--- config.mk ---
export PLATFORM = sky130hd
export DESIGN_NAME = kmeans_iter_ctrl_flat
export DESIGN_NICKNAME = d
export VERILOG_FILES = /design/src/rtl/kmeans_iter_ctrl_if.sv /design/src/rtl/kmeans_iter_ctrl.sv /design/src/flat_wrapper.sv
export SDC_FILE = /design/constraint.sdc
export NUM_CORES = 1
export LEC_CHECK = 0
export BUFFER_PORTS_ARGS = -buffer_cell sky130_fd_sc_hd__buf_2
export CAP_MARGIN = 15
export CORE_UTILIZATION = 52
export DETAILED_ROUTE_END_ITERATION = 8
export PLACE_DENSITY = 0.83
export SLEW_MARGIN = 20
export SYNTH_ARGS = -nofsm -noshare
export SYNTH_HDL_FRONTEND = slang
export SYNTH_SLANG_ARGS = --single-unit
--- constraint.sdc ---
create_clock -name clk -period 3.4 [get_ports clk]
set_clock_uncertainty 0.15 [all_clocks]
set_input_delay 0.17 -clock clk [delete_from_list [all_inputs] [get_ports clk]]
set_output_delay 0.17 -clock clk [all_outputs]
set_load 0.05 [all_outputs]
--- src/rtl/kmeans_iter_ctrl_if.sv ---
// Control bus between the K-Means iteration controller and its
// host, point RAM, argmin pipeline, accumulator and centroid updater.
interface kmeans_iter_ctrl_if #(
    parameter int LOG_DEPTH = 10,
    parameter int ITER_W    = 8
);
    logic                 start;
    logic [LOG_DEPTH:0]   npoints;
    logic [ITER_W-1:0]    max_iter;
    logic                 mem_rd;
    logic [LOG_DEPTH-1:0] mem_addr;
    logic                 accu_enable;
    logic                 accu_reset;
    logic                 update_start;
    logic                 update_done;
    logic                 changed;
    logic                 busy;
    logic                 done;
    logic [ITER_W-1:0]    iter_count;

    modport master (
        input  start, npoints, max_iter, update_done, changed,
        output mem_rd, mem_addr, accu_enable, accu_reset,
        output update_start, busy, done, iter_count
    );

    modport slave (
        output start, npoints, max_iter, update_done, changed,
        input  mem_rd, mem_addr, accu_enable, accu_reset,
        input  update_start, busy, done, iter_count
    );
endinterface

--- src/rtl/kmeans_iter_ctrl.sv ---
// K-Means iteration sequencer: clear, stream points, drain the argmin
// pipeline, trigger centroid update, repeat until stable or limit.
module kmeans_iter_ctrl #(
    parameter int DEPTH     = 1024,
    parameter int LOG_DEPTH = 10,
    parameter int LAT       = 2,
    parameter int ITER_W    = 8
) (
    input logic              clk,
    input logic              rst,
    kmeans_iter_ctrl_if.master bus
);
    localparam int DW = $clog2(LAT + 2);
    localparam logic [LOG_DEPTH:0] NMAX = (LOG_DEPTH + 1)'(DEPTH);

    typedef enum logic [2:0] {
        IDLE, CLEAR, STREAM, DRAIN, UPDATE, WAIT_UPD, FIN
    } state_t;

    state_t               r_state, w_next;
    logic [LOG_DEPTH:0]   r_npts, w_npts;
    logic [ITER_W-1:0]    r_max, w_max;
    logic [ITER_W-1:0]    r_iter, w_iter;
    logic [LOG_DEPTH-1:0] r_addr, w_addr;
    logic [DW-1:0]        r_dcnt, w_dcnt;
    logic [LAT:0]         r_vpipe;
    logic                 r_mem_rd;
    logic                 r_accu_reset;
    logic                 r_update_start;
    logic                 r_busy;
    logic                 r_done;
    logic                 w_last;

    assign w_last = ({1'b0, r_addr} == r_npts - 1'b1);

    always_comb begin
        w_next = r_state;
        w_npts = r_npts;
        w_max  = r_max;
        w_iter = r_iter;
        w_addr = r_addr;
        w_dcnt = r_dcnt;
        unique case (r_state)
            IDLE: begin
                if (bus.start) begin
                    w_next = CLEAR;
                    w_npts = (bus.npoints > NMAX) ? NMAX : bus.npoints;
                    w_max  = (bus.max_iter == '0) ? ITER_W'(1) : bus.max_iter;
                    w_iter = '0;
                end
            end
            CLEAR: begin
                w_addr = '0;
                w_next = (r_npts == '0) ? FIN : STREAM;
            end
            STREAM: begin
                if (w_last) begin
                    w_next = DRAIN;
                    w_dcnt = '0;
                end else begin
                    w_addr = r_addr + 1'b1;
                end
            end
            DRAIN: begin
                if (r_dcnt == DW'(LAT)) w_next = UPDATE;
                else w_dcnt = r_dcnt + 1'b1;
            end
            UPDATE: w_next = WAIT_UPD;
            WAIT_UPD: begin
                if (bus.update_done) begin
                    // limit is checked on the incremented value, so no wrap
                    w_iter = r_iter + 1'b1;
                    if (!bus.changed || w_iter == r_max) w_next = FIN;
                    else w_next = CLEAR;
                end
            end
            FIN:     w_next = IDLE;
            default: w_next = IDLE;
        endcase
    end

    always_ff @(posedge clk or posedge rst) begin
        if (rst) begin
            r_state <= IDLE;
            r_npts  <= '0;
            r_max   <= '0;
            r_iter  <= '0;
            r_addr  <= '0;
            r_dcnt  <= '0;
        end else begin
            r_state <= w_next;
            r_npts  <= w_npts;
            r_max   <= w_max;
            r_iter  <= w_iter;
            r_addr  <= w_addr;
            r_dcnt  <= w_dcnt;
        end
    end

    // outputs are decoded from the next state so they align with it
    always_ff @(posedge clk or posedge rst) begin
        if (rst) begin
            r_mem_rd       <= 1'b0;
            r_accu_reset   <= 1'b0;
            r_update_start <= 1'b0;
            r_busy         <= 1'b0;
            r_done         <= 1'b0;
        end else begin
            r_mem_rd       <= (w_next == STREAM);
            r_accu_reset   <= (w_next == CLEAR);
            r_update_start <= (w_next == UPDATE);
            r_done         <= (w_next == FIN);
            r_busy         <= (w_next inside {CLEAR, STREAM, DRAIN,
                                              UPDATE, WAIT_UPD});
        end
    end

    if (LAT == 0) begin : g_nolat
        always_ff @(posedge clk or posedge rst) begin
            if (rst) r_vpipe <= '0;
            else r_vpipe <= r_mem_rd;
        end
    end else begin : g_lat
        always_ff @(posedge clk or posedge rst) begin
            if (rst) r_vpipe <= '0;
            else r_vpipe <= {r_vpipe[LAT-1:0], r_mem_rd};
        end
    end

    assign bus.mem_rd       = r_mem_rd;
    assign bus.mem_addr     = r_addr;
    assign bus.accu_enable  = r_vpipe[LAT];
    assign bus.accu_reset   = r_accu_reset;
    assign bus.update_start = r_update_start;
    assign bus.busy         = r_busy;
    assign bus.done         = r_done;
    assign bus.iter_count   = r_iter;
endmodule

--- src/flat_wrapper.sv ---
// flat-port wrapper written by rule: the top's interface ports become plain ports
module kmeans_iter_ctrl_flat 
#(
    parameter int DEPTH     = 1024,
    parameter int LOG_DEPTH = 10,
    parameter int LAT       = 2,
    parameter int ITER_W    = 8
)
  (clk, rst, bus_start, bus_npoints, bus_max_iter, bus_update_done, bus_changed, bus_mem_rd, bus_mem_addr, bus_accu_enable, bus_accu_reset, bus_update_start, bus_busy, bus_done, bus_iter_count);
  kmeans_iter_ctrl_if #(.LOG_DEPTH(LOG_DEPTH), .ITER_W(ITER_W)) bus_i ();
  input logic clk;
  input logic rst;
  input wire logic [$bits(bus_i.start)-1:0] bus_start;
  input wire logic [$bits(bus_i.npoints)-1:0] bus_npoints;
  input wire logic [$bits(bus_i.max_iter)-1:0] bus_max_iter;
  input wire logic [$bits(bus_i.update_done)-1:0] bus_update_done;
  input wire logic [$bits(bus_i.changed)-1:0] bus_changed;
  output wire logic [$bits(bus_i.mem_rd)-1:0] bus_mem_rd;
  output wire logic [$bits(bus_i.mem_addr)-1:0] bus_mem_addr;
  output wire logic [$bits(bus_i.accu_enable)-1:0] bus_accu_enable;
  output wire logic [$bits(bus_i.accu_reset)-1:0] bus_accu_reset;
  output wire logic [$bits(bus_i.update_start)-1:0] bus_update_start;
  output wire logic [$bits(bus_i.busy)-1:0] bus_busy;
  output wire logic [$bits(bus_i.done)-1:0] bus_done;
  output wire logic [$bits(bus_i.iter_count)-1:0] bus_iter_count;
  assign bus_i.start = bus_start;
  assign bus_i.npoints = bus_npoints;
  assign bus_i.max_iter = bus_max_iter;
  assign bus_i.update_done = bus_update_done;
  assign bus_i.changed = bus_changed;
  assign bus_mem_rd = bus_i.mem_rd;
  assign bus_mem_addr = bus_i.mem_addr;
  assign bus_accu_enable = bus_i.accu_enable;
  assign bus_accu_reset = bus_i.accu_reset;
  assign bus_update_start = bus_i.update_start;
  assign bus_busy = bus_i.busy;
  assign bus_done = bus_i.done;
  assign bus_iter_count = bus_i.iter_count;
  kmeans_iter_ctrl #(.DEPTH(DEPTH), .LOG_DEPTH(LOG_DEPTH), .LAT(LAT), .ITER_W(ITER_W)) u_core (.clk(clk), .rst(rst), .bus(bus_i));
endmodule
Word level (Yosys, flattened, before mapping)
Index checks and enable logic that the tools add are counted.

storage, ports and cells
  register bits after elaboration = 50
  input bits = 24
  output and inout bits = 24
  logic and storage cells = 66

operators by class
  add/sub/neg operators = 4
  magnitude comparators = 1
  equality and inequality tests = 19
  mux-type cells = 17
  reduce and logical (&&, ||, !) cells = 13

operators with widths
  operator                 count
  $mux W8                  3
  $pmux W10 S2             1
  $mux W3                  6
  $pmux W3 S6              1
  $pmux W8 S2              1
  $eq A3 B3 Y1 const B     5
  $eq A3 B2 Y1 const B     4
  $eq A10 B11 Y1           1
  $gt A11 B11 Y1 const B   1
  $logic_not A11 Y1        1
  $mux W11                 1
  $sub A11 B1 Y11 const B  1
  $add A10 B1 Y10 const B  1
  $mux W10                 1
  $add A8 B1 Y8 const B    1
  $eq A8 B8 Y1             1
  $logic_not A8 Y1         1
  $ne A2 B2 Y1 const B     4
  $eq A3 B1 Y1 const B     2
  $reduce_and A3 Y1        2
  $reduce_bool A2 Y1       3
  $reduce_bool A5 Y1       1
  $mux W2                  2
  $pmux W2 S2              1
  7 further kinds          8

Longest topological paths before layout
Gate-level depths: netlist of run 1.

  word-level depth = 8
  gate-level depth with buffers = 12

Worst setup path before layout of run 1
Ideal clock, no wire load.

  path kind = register to register
  from = register u_core.r_iter[0], in the netlist u_core.bus.iter_count[0]
  to = register u_core.r_accu_reset, in the netlist u_core.bus.accu_reset
  library setup time = 119 ps
  data arrival time = 2286 ps
  required time = 3131 ps
  setup slack = 845 ps
  stages on the path, launching flop included = 9
  buffers on the path = 0
  period minus slack after synthesis = 2555 ps
  cells stage by stage = dfrtp_1 ha_1 and3_1 mux2i_1 o311ai_1 a32o_2 a21oi_1 a211o_1 and2_1

on the way
  cells in the longest elaborated chain, start to end = 7

RTL lines
  what                      line                     RTL
  start: declaration        kmeans_iter_ctrl.sv:23   logic [ITER_W-1:0] r_iter, w_iter;
  start signal: assignment  kmeans_iter_ctrl.sv:94   r_iter <= w_iter;
  $add A8 B1 Y8             kmeans_iter_ctrl.sv:72   w_iter = r_iter + 1'b1;
  $eq A8 B8 Y1              kmeans_iter_ctrl.sv:73   if (!bus.changed || w_iter == r_max) w_next = FIN;
  $logic_or A1 B1 Y1        kmeans_iter_ctrl.sv:73
  $mux W3                   kmeans_iter_ctrl.sv:73
  $mux W3                   kmeans_iter_ctrl.sv:70   if (bus.update_done) begin
  $pmux W3 S6               kmeans_iter_ctrl.sv:43   unique case (r_state)
  net u_core.w_next[0]      kmeans_iter_ctrl.sv:20   state_t r_state, w_next;
  $eq A3 B1 Y1              kmeans_iter_ctrl.sv:110  r_accu_reset <= (w_next == CLEAR);
  end signal: assignment    kmeans_iter_ctrl.sv:110
  end: declaration          kmeans_iter_ctrl.sv:28   logic r_accu_reset;

The timed path passes the listed nets, and every way through them passes these cells.
A chain may end at the register's enable or synchronous reset.

Final worst setup path of run 1
  from = register u_core.r_npts[2]
  to = register u_core.r_dcnt[0]

on the way
  cells in the longest elaborated chain, start to end = 4

RTL lines
  what                                line                    RTL
  start: declaration                  kmeans_iter_ctrl.sv:21  logic [LOG_DEPTH:0] r_npts, w_npts;
  start signal: assignment            kmeans_iter_ctrl.sv:92  r_npts <= w_npts;
  $sub A11 B1 Y11                     kmeans_iter_ctrl.sv:34  assign w_last = ({1'b0, r_addr} == r_npts - 1'b1);
  $eq A10 B11 Y1                      kmeans_iter_ctrl.sv:34
  $ne A2 B1 Y1 (no source line)       --
  $reduce_and A3 Y1 (no source line)  --
  end signal: assignment              kmeans_iter_ctrl.sv:96  r_dcnt <= w_dcnt;
  end: declaration                    kmeans_iter_ctrl.sv:25  logic [DW-1:0] r_dcnt, w_dcnt;

No other way between the ends.

==> impl_metrics.env, run 1 <==
export IMPL_internal_power_mw=1.48
export IMPL_io_buffer_count=47
export IMPL_critical_path_endpoint_type="register"
export IMPL_critPathRequiredTime_ps=3430
export IMPL_cts_setup_buffers=0
export IMPL_fillers=469
export IMPL_cts_inserted_buffers=5
export IMPL_cp_arrival_ps=2700
export IMPL_finalHoldViolCount=0
export IMPL_leakage_nw=1.67
export IMPL_fin_crit_ps=2670
export IMPL_synth_cells=332
export IMPL_die_area_mm2=0.00611
export IMPL_syn_to_final_growth_pct=17.9
export IMPL_clk_pin_slew_ps=90
export IMPL_n_antenna_cell=0
export IMPL_max_cap_viol_count=0
export IMPL_rsz0062_at_grt="no"
export IMPL_synth_edf_count=0
export IMPL_routabilityCongestion=0.887
export IMPL_post_drt_wl_per_cell_um=15.8
export IMPL_tns_ps=0
export IMPL_grt_max_degree=51
export IMPL_finalInstanceArea_mm2=0.00356
export IMPL_root_buffer="clkbuf_8"
export IMPL_clock_latency_ps=310
export IMPL_cts_sinks=50
export IMPL_detail_route_antenna_nets=0
export IMPL_finalWirelength_um=7320
export IMPL_timing_fmax_mhz=375
export IMPL_grt_overflow=0
export IMPL_syn_cell_area_mm2=0.00302
export IMPL_syn_nets=360
export IMPL_critPathSlowestCell="dfrtp_1"
export IMPL_final_cell_mix="dfrtp_1 (50), buf_2 (47), nand2_1 (27)"
export IMPL_drt_iter0_drc=302
export IMPL_yosys_top_cells_area="dfrtp_1 (41%), xnor2_1 (4.4%), o21ai_0 (4.1%)"
export IMPL_yosysSeqAreaShare_pct=41.4
export IMPL_switching_share_pct=45.5
export IMPL_ys_flop_type="dfrtp_1"
export IMPL_path_delay_family="simple AND/OR/NAND/NOR gates"
export IMPL_netlist_area_leader_share_pct=41.4
export IMPL_die_h_um=78.2
export IMPL_cp_num_buf_inv=0
export IMPL_drive_gt1_share_pct=19.7
export IMPL_setup_viol=0
export IMPL_synth_seq_cells=50
export IMPL_antenna_found_initial=0
export IMPL_slew_headroom_pct=42.4
export IMPL_hold_class="input pin to register"
export IMPL_cp_slowest_stage_delay_ps=480
export IMPL_first_global_vias=2619
export IMPL_start_kind="register"
export IMPL_post_dp_hpwl_um=5080
export IMPL_netSwitchingPower_mw=1.24
export IMPL_grt_usage_pct=25.3
export IMPL_avgViaCountPerCell=5.95
export IMPL_p_comb_share_pct=48.1
export IMPL_synth_area_per_cell_um2=9.09
export IMPL_drv_slew=0
export IMPL_io_pins=48
export IMPL_power_density_mw_per_mm2=766
export IMPL_fin_nets=417
export IMPL_p_seq_share_pct=38.5
export IMPL_min_period_over_period_pct=78.5
export IMPL_final_common_cell="dfrtp_1"
export IMPL_dpl_instance_area_mm2=0.00328
export IMPL_drcViolationCount=0
export IMPL_num_rows=27
export IMPL_tightest_slew_ps=864
export IMPL_yosys_warnings=0
export IMPL_p_clk_share_pct=13.4
export IMPL_synthArstFlopShare_pct=100
export IMPL_register_area_mm2=0.00125
export IMPL_multiInputGateArea_mm2=0.00165
export IMPL_status="complete, no violations"
export IMPL_ir_worst_vdd_v=0.000418
export IMPL_synth_area_leader_cell="dfrtp_1"
export IMPL_core_mm2=0.00554
export IMPL_synth_cell_types=58
export IMPL_htree_num_levels=2
export IMPL_path_class="register to register"
export IMPL_cts_buffer_depth=2
export IMPL_holdBufCountCts=17
export IMPL_die_w_um=78.2
export IMPL_reg2reg_setup_slack_ps=730
export IMPL_start_util_pct=54.5
export IMPL_vias=2750
export IMPL_cts_tree="built"
export IMPL_cp_max_fo=15
export IMPL_drt_first_pass_iters=5
export IMPL_grt_pass1_wl_um=12300
export IMPL_post_cts_resized=0
export IMPL_crit_chain="nor4_4 -> nand2_1 -> xnor2_1 -> nor3_1 -> nand4_2 -> a21o_1 -> o2bb2ai_1"
-- area by class of cell --
class	count	area share [%]
Multi-Input combinational cell	252	46.2
Sequential cell	50	35.2
Tap cell	72	2.53
Clock inverter	2	0.352
Timing Repair Buffer	66	11.9
Inverter	14	1.51
Clock buffer	6	2.32
-- power by group through the flow --
stage | combinational, mW | sequential, mW | clock, mW
global placement | 1.24 | 1.04 | 0
finish | 1.31 | 1.05 | 0.366
global route | 1.43 | 1.08 | 0.392
detailed placement | 1.29 | 1.06 | 0
floorplan | 0.930 | 1.13 | 0
CTS | 1.31 | 1.04 | 0.376
-- through the flow --
stage | power (mW) | hold WS, ps | worst slack (ps) | utilization [%] | instances
global placement | 2.28 | 188 | 887 | 59.2 | 436
detailed placement | 2.34 | 191 | 775 | 59.2 | 436
floorplan | 2.06 | 153 | 845 | - | 332
finish | 2.73 | 12.2 | 732 | 64.2 | 462
global route | 2.90 | 16.1 | 512 | 64.2 | 462
CTS | 2.73 | 5.81 | 742 | 64.0 | 461
-- worst register-to-register path: cells and delay by family (launching register included) --
family          cells  cell delay [ps]
xor+xnor            1              140
flops               1              480
simple gates        4             1330
compound gates      2              440
-- cell families after synthesis --
kind of cell	share of synthesized area [%]
buffers and inverters	4.06
muxes	4.02
xor gates and xnor gates	8.33
and+or+nand+nor	23.1
DFF	41.4
adders and majority gates	1.66
AOI/OAI and AO/OA	17.4
-- sequential cells by signal, indices dropped and copies added (netlist names), 2 cells and up --
signal,flops
u_core.bus.iter_count,8
u_core.bus.mem_addr,10
u_core.r_dcnt,2
u_core.r_max,8
u_core.r_npts,11
u_core.r_state,3
u_core.r_vpipe,3
-- worst paths after layout --
check,startpoint,to,cells after the start
setup / recovery,u_core.r_npts[2]$_DFFE_PP0P_,u_core.r_dcnt[0]$_DFFE_PP0P_,7
hold / removal,bus_max_iter[0],u_core.r_max[0]$_DFFE_PP0P_,3
setup reg to reg,u_core.r_npts[2]$_DFFE_PP0P_,u_core.r_dcnt[0]$_DFFE_PP0P_,7
hold reg to reg,u_core.r_vpipe[0]$_DFF_PP0_,u_core.r_vpipe[1]$_DFF_PP0_,0
max in group asynchronous,rst,u_core.bus.update_start$_DFF_PP0_,3
min in group asynchronous,rst,u_core.r_npts[2]$_DFFE_PP0P_,3
-- cells in the mapped netlist, types with 4 or more instances --
cell type  instances
xnor2_1           15
and3_1             9
dfrtp_1           50
xor2_1            10
mux2_2             9
a31oi_1            4
inv_1             14
nand2_1           27
nand3_1           21
a22o_1             5
ha_1               4
a21oi_1           13
nor4_1             4
clkbuf_1          13
nor3_1            13
nor2_1            26
nand2b_1           8
nand4_1            5
o311ai_1           4
o21ai_0           25
-- layer usage --
metal  share of wire (%)  track usage [%]  vias to the layer above  wire length [um]
li1                    -                -                     1313                 -
met4                 2.0             8.70                        0               149
met5                   0                0                        -                 0
met1                  45             33.5                     1326              3260
met3                 5.1             3.26                       16               375
met2                  48             42.5                       95              3530
(Power assumes the default switching activity.)
==> inputs of run 2 (changes only) <==
==> constraint.sdc (replaced) <==
create_clock -name clk -period 2.6 [get_ports clk]
set_clock_uncertainty 0.15 [all_clocks]
set_input_delay 0.13 -clock clk [delete_from_list [all_inputs] [get_ports clk]]
set_output_delay 0.13 -clock clk [all_outputs]
set_load 0.05 [all_outputs]
==> impl_metrics.env, run 2 (synthesis results as in run 1) <==
export IMPL_rsz0062_at_grt="no"
export IMPL_power_density_mw_per_mm2=1010
export IMPL_die_area_mm2=0.00611
export IMPL_core_mm2=0.00554
export IMPL_critPathRequiredTime_ps=2650
export IMPL_finalInstanceArea_mm2=0.00371
export IMPL_finalWirelength_um=7790
export IMPL_drive_gt1_share_pct=22.9
export IMPL_internal_power_mw=2.08
export IMPL_fillers=440
export IMPL_clk_pin_slew_ps=90
export IMPL_hold_class="input pin to register"
export IMPL_vias=2864
export IMPL_timing_fmax_mhz=413
export IMPL_leakage_nw=1.75
export IMPL_tightest_slew_ps=468
export IMPL_grtUsageMet2_pct=46.3
export IMPL_root_buffer="clkbuf_8"
export IMPL_n_antenna_cell=0
export IMPL_antenna_found_initial=0
export IMPL_rr_worst_depth=8
export IMPL_cts_buffer_depth=2
export IMPL_p_seq_share_pct=34.9
export IMPL_finalHoldViolCount=0
export IMPL_path_class="register to register"
export IMPL_grt_overflow=0
export IMPL_p_clk_share_pct=14.9
export IMPL_fin_util_pct=67.1
export IMPL_fin_cells=479
export IMPL_use_met3_pct=4.65
export IMPL_grt_max_degree=20
export IMPL_start_kind="register"
export IMPL_routabilityCongestion=0.868
export IMPL_grt_most_used_layer="met2"
export IMPL_ir_worst_vdd_v=0.000591
export IMPL_start_util_pct=54.5
export IMPL_grt_usage_pct=27.0
export IMPL_final_cell_mix="dfrtp_1 (49), buf_2 (47), nand2_1 (27)"
export IMPL_setup_viol=0
export IMPL_first_global_vias=2793
export IMPL_met1_usage_pct=34.1
export IMPL_cts_tree="built"
export IMPL_post_drt_wl_per_cell_um=16.3
export IMPL_post_dp_hpwl_um=5530
export IMPL_fin_nets=434
export IMPL_min_period_over_period_pct=93.2
export IMPL_dpl_instance_area_mm2=0.00338
export IMPL_cp_arrival_ps=2470
export IMPL_drt_iter0_drc=213
export IMPL_io_pins=48
export IMPL_grt_pass1_wl_um=13000
export IMPL_tns_ps=0
export IMPL_status="complete, no violations"
export IMPL_drv_slew=0
export IMPL_netSwitchingPower_mw=1.67
export IMPL_cts_inserted_buffers=5
export IMPL_slew_headroom_pct=68.5
export IMPL_final_common_cell="dfrtp_1"
export IMPL_p_total_mw=3.76
export IMPL_cts_sinks=50
export IMPL_io_buffer_count=47
export IMPL_largest_reg_flops=11
export IMPL_num_rows=27
export IMPL_cp_max_fo=7
export IMPL_die_w_um=78.2
export IMPL_p_comb_share_pct=50.1
export IMPL_placed_cells=449
export IMPL_fin_crit_ps=2420
export IMPL_switching_share_pct=44.5
export IMPL_max_cap_viol_count=0
export IMPL_htree_num_levels=2
export IMPL_critical_path_endpoint_type="register"
export IMPL_detail_route_antenna_nets=0
export IMPL_die_h_um=78.2
export IMPL_top_register="u_core.r_npts"
export IMPL_worstHoldPathCells=4
export IMPL_drcViolationCount=0
export IMPL_avgViaCountPerCell=5.98
export IMPL_drt_first_pass_iters=5
export IMPL_syn_to_final_growth_pct=23.0
export IMPL_clock_latency_ps=310
==> run 2: layout make-up <==
| type | count | area (um2) | share of cell area (%) |
|---|---|---|---|
| multi-input cells | 252 | 1650 | 44.4 |
| flip-flops and latches | 50 | 1250 | 33.7 |
| repair buffers | 83 | 558 | 15.0 |
| well taps | 72 | 90.1 | 2.43 |
| clock buffers | 5 | 68.8 | 1.85 |
| inverters | 14 | 52.6 | 1.41 |
| clock inverters | 3 | 45.0 | 1.21 |
==> run 2: worst paths after layout <==
check                                                     startpoint                               to  slack [ps]
worst max register to register  u_core.bus.iter_count[0]$_DFFE_PP0P_  u_core.bus.accu_reset$_DFF_PP0_         180
worst min-delay path                                     bus_changed        u_core.bus.busy$_DFF_PP0_          70
min in group asynchronous                                        rst     u_core.r_npts[6]$_DFFE_PP0P_         190
worst max-delay path            u_core.bus.iter_count[0]$_DFFE_PP0P_  u_core.bus.accu_reset$_DFF_PP0_         180
worst min register to register           u_core.r_vpipe[0]$_DFF_PP0_      u_core.r_vpipe[1]$_DFF_PP0_         210
max in group asynchronous                                        rst        u_core.bus.busy$_DFF_PP0_        1530
==> run 2: through the flow <==
stage	hold WS, ps	setup WS [ps]
floorplan	113	45.5
global placement	-23.3	254
detailed placement	-16.7	130
CTS	59.9	106
global route	79.5	9.98
finish	67.4	177
==> run 2: metal layers <==
layer,up-vias,routed length (um)
met1,1394,3420
met2,113,3820
met5,-,0
li1,1342,-
met4,0,152
met3,15,389
==> run 2: power groups by stage <==
stage,clock [mW],sequential [mW],combinational (mW)
5_1_grt,0.601,1.34,2.05
3_3_place_gp,0,1.30,1.75
4_1_cts,0.572,1.30,1.86
3_5_place_dp,0,1.31,1.83
6_report,0.561,1.31,1.88
2_1_floorplan,0,1.48,1.22
==> run 2: what timing repair did <==
| item | 4_1_cts | 5_1_grt |
|---|---|---|
| endpoints found under the hold margin | 35 | 0 |
| endpoints found under the setup margin | 0 | 7 |
| setup buffers | 0 | 1 |
| gates resized for setup | 0 | 2 |
| hold buffers | 21 | 0 |
==> run 2: critical path: stages (launching register included) <==
cell and delay [ps]:
dfrtp_2 460, ha_1 280, xor2_1 230, xnor2_1 140, nand3_1 130, nor3_2 310, a21oi_1 130, a211o_1 330
and2_1 160
==> inputs of run 3 (changes only) <==
--- a/config.mk
+++ b/config.mk
@@ -5,11 +5,12 @@
 export SDC_FILE = /design/constraint.sdc
 export NUM_CORES = 1
 export LEC_CHECK = 0
+export ABC_AREA = 1
 export BUFFER_PORTS_ARGS = -buffer_cell sky130_fd_sc_hd__buf_2
-export CAP_MARGIN = 15
+export CAP_MARGIN = 20
 export CORE_UTILIZATION = 52
 export DETAILED_ROUTE_END_ITERATION = 8
-export PLACE_DENSITY = 0.83
+export PLACE_DENSITY = 0.84
 export SLEW_MARGIN = 20
 export SYNTH_ARGS = -nofsm -noshare
 export SYNTH_HDL_FRONTEND = slang
==> impl_metrics.env, run 3 <==
export IMPL_yosysSeqAreaShare_pct=43.2
export IMPL_fin_ws_ps=365
export IMPL_die_area_mm2=0.00588
export IMPL_syn_cell_area_mm2=0.00290
export IMPL_avgViaCountPerCell=5.26
export IMPL_post_drt_wl_per_cell_um=12.8
export IMPL_status="complete, no violations"
export IMPL_netlist_area_leader_share_pct=43.2
export IMPL_synth_cell_types=29
export IMPL_cp_slowest_stage_delay_ps=390
export IMPL_n_antenna_cell=0
export IMPL_critPathSlowestCell="dfrtp_1"
export IMPL_largest_reg_flops=11
export IMPL_final_cell_mix="nand2_1 (111), inv_1 (56), dfrtp_1 (50)"
export IMPL_die_w_um=76.7
export IMPL_clock_latency_ps=320
export IMPL_synth_area_leader_cell="dfrtp_1"
export IMPL_die_h_um=76.7
export IMPL_vias=2865
export IMPL_critPathRequiredTime_ps=2670
export IMPL_power_density_mw_per_mm2=943
export IMPL_synth_seq_cells=50
export IMPL_htree_num_levels=2
export IMPL_routabilityCongestion=0.931
export IMPL_cts_tree="built"
export IMPL_num_rows=26
export IMPL_fin_crit_ps=2240
export IMPL_final_common_cell="nand2_1"
export IMPL_grt_usage_pct=25.9
export IMPL_holdBufCountCts=24
export IMPL_p_total_mw=3.36
export IMPL_synthArstFlopShare_pct=100
export IMPL_grt_pass1_wl_um=11900
export IMPL_cp_arrival_ps=2310
export IMPL_cts_buffer_depth=2
export IMPL_first_global_vias=2664
export IMPL_setup_viol=0
export IMPL_yosys_top_cells_area="dfrtp_1 (43%), nand2_1 (14%), nand3_1 (7.6%)"
export IMPL_worstHoldPathCells=5
export IMPL_tns_ps=0
export IMPL_synth_edf_count=0
export IMPL_critical_path_endpoint_type="register"
export IMPL_io_buffer_count=47
export IMPL_rr_worst_depth=17
export IMPL_synth_area_per_cell_um2=7.32
export IMPL_clk_pin_slew_ps=110
export IMPL_drive_gt1_share_pct=17.9
export IMPL_drt_iter0_drc=215
export IMPL_detail_route_antenna_nets=0
export IMPL_cts_sinks=50
export IMPL_cp_max_fo=15
export IMPL_timing_fmax_mhz=447
export IMPL_leakage_nw=1.81
export IMPL_grt_max_degree=51
export IMPL_max_cap_viol_count=0
export IMPL_grt_overflow=0
export IMPL_ir_worst_vdd_v=0.000492
export IMPL_syn_to_final_growth_pct=23.1
export IMPL_drcViolationCount=0
export IMPL_start_util_pct=55.3
export IMPL_yosys_warnings=0
export IMPL_top_register="u_core.r_npts"
export IMPL_finalHoldViolCount=0
export IMPL_crit_chain="inv_1 -> ha_1 -> nand2_2 -> nor2_4 -> nand2_1 -> nand2_1 -> nand2_1 -> nor2_1 -> nand2_1 -> nor2_2 -> nand2_2 -> nand2_4 -> nand2_4 -> nand2_1 -> nand2_1 -> nand2_1 -> nor2_1"
export IMPL_fin_nets=502
export IMPL_io_pins=48
export IMPL_ys_top_cells_by_count="nand2_1 (111), inv_1 (57), dfrtp_1 (50)"
export IMPL_syn_nets=424
export IMPL_slew_headroom_pct=54.4
export IMPL_drv_slew=0
export IMPL_start_kind="register"
export IMPL_rsz0062_at_grt="no"
export IMPL_tightest_slew_ps=679
export IMPL_post_dp_hpwl_um=4970
export IMPL_cts_setup_buffers=0
export IMPL_crit_path_frequent_cell="nand2_1"
export IMPL_place_ws_ps=367
export IMPL_drt_first_pass_iters=5
export IMPL_antenna_found_initial=0
export IMPL_root_buffer="clkbuf_8"
export IMPL_synth_cells=396
export IMPL_hold_slack_ps=65.6
export IMPL_path_class="register to register"
export IMPL_post_cts_resized=0
export IMPL_hold_class="input pin to register"
export IMPL_core_mm2=0.00524
export IMPL_ys_flop_type="dfrtp_1"
export IMPL_cts_inserted_buffers=5
export IMPL_min_period_over_period_pct=86.0
export IMPL_finalWirelength_um=6980
export IMPL_yosysMostFrequentCell="nand2_1"
==> run 3: cell types whose count changed after synthesis, moves of 6 or more <==
| cell | change |
|---|---|
| nand2_1 | +84 |
| inv_1 | +43 |
| nand3_1 | +23 |
| xnor2_1 | -11 |
| clkbuf_1 | -10 |
| and3_1 | -9 |
| mux2_2 | -9 |
| nand2b_1 | -8 |
| a21oi_1 | -6 |
==> run 3: cell type report <==
cell class | count | area, um2
Multi-Input combinational cell | 280 | 1390
Inverter | 62 | 233
Tap cell | 70 | 87.6
Clock inverter | 3 | 28.8
Clock buffer | 5 | 68.8
Timing Repair Buffer | 75 | 505
Sequential cell | 50 | 1250
Fill cell | 454 | 1670
==> run 3: where the power goes <==
group / internal [mW] / switching, mW
Sequential: 1.01 / 0.192
Clock: 0.200 / 0.300
Combinational: 0.528 / 1.13
==> run 3: cells by family after synthesis <==
kind of cell | share of synthesized area, %
DFF | 43.2
AOI/OAI and AO/OA | 9.59
xor gates and xnor gates | 2.72
adders and majority gates | 1.73
buffers and inverters | 8.81
and+or+nand+nor | 34.0
==> run 3: worst max-delay path, delay by kind of cell, from the launching register on <==
kind	cells	cell delay (ps)
adder cells (fa/ha/maj)	1	260
buffers and inverters	1	110
AND/OR/NAND/NOR	15	1220
flip-flops	1	390
==> run 3: worst paths after layout <==
check                                              from                            endpoint  slack, ps
setup / recovery           u_core.r_npts[0]$_DFFE_PP0P_  u_core.bus.mem_addr[6]$_DFFE_PP0P_        360
max in group asynchronous                           rst  u_core.bus.mem_addr[0]$_DFFE_PP0P_       1510
hold / removal                              bus_changed         u_core.r_state[0]$_DFF_PP0_         70
min in group asynchronous                           rst     u_core.bus.accu_reset$_DFF_PP0_        360
hold reg to reg             u_core.r_vpipe[0]$_DFF_PP0_         u_core.r_vpipe[1]$_DFF_PP0_        240
setup reg to reg           u_core.r_npts[0]$_DFFE_PP0P_  u_core.bus.mem_addr[6]$_DFFE_PP0P_        360
==> run 3: per-layer routing <==
layer  vias up  share of wire, %  global-route usage [%]
met2        96                49                    44.6
met4         0               1.9                    9.62
met1      1324                43                    32.3
met5         -                 0                       0
li1       1429                 -                       -
met3        16               5.6                    5.00
==> run 3: through the flow <==
step	util, %	area [um2]	cells
after floorplan	-	2900	396
after global placement	61.6	3230	513
after detailed placement	61.6	3230	513
after CTS	68.1	3570	545
after global routing	68.1	3570	545
final	68.1	3570	545
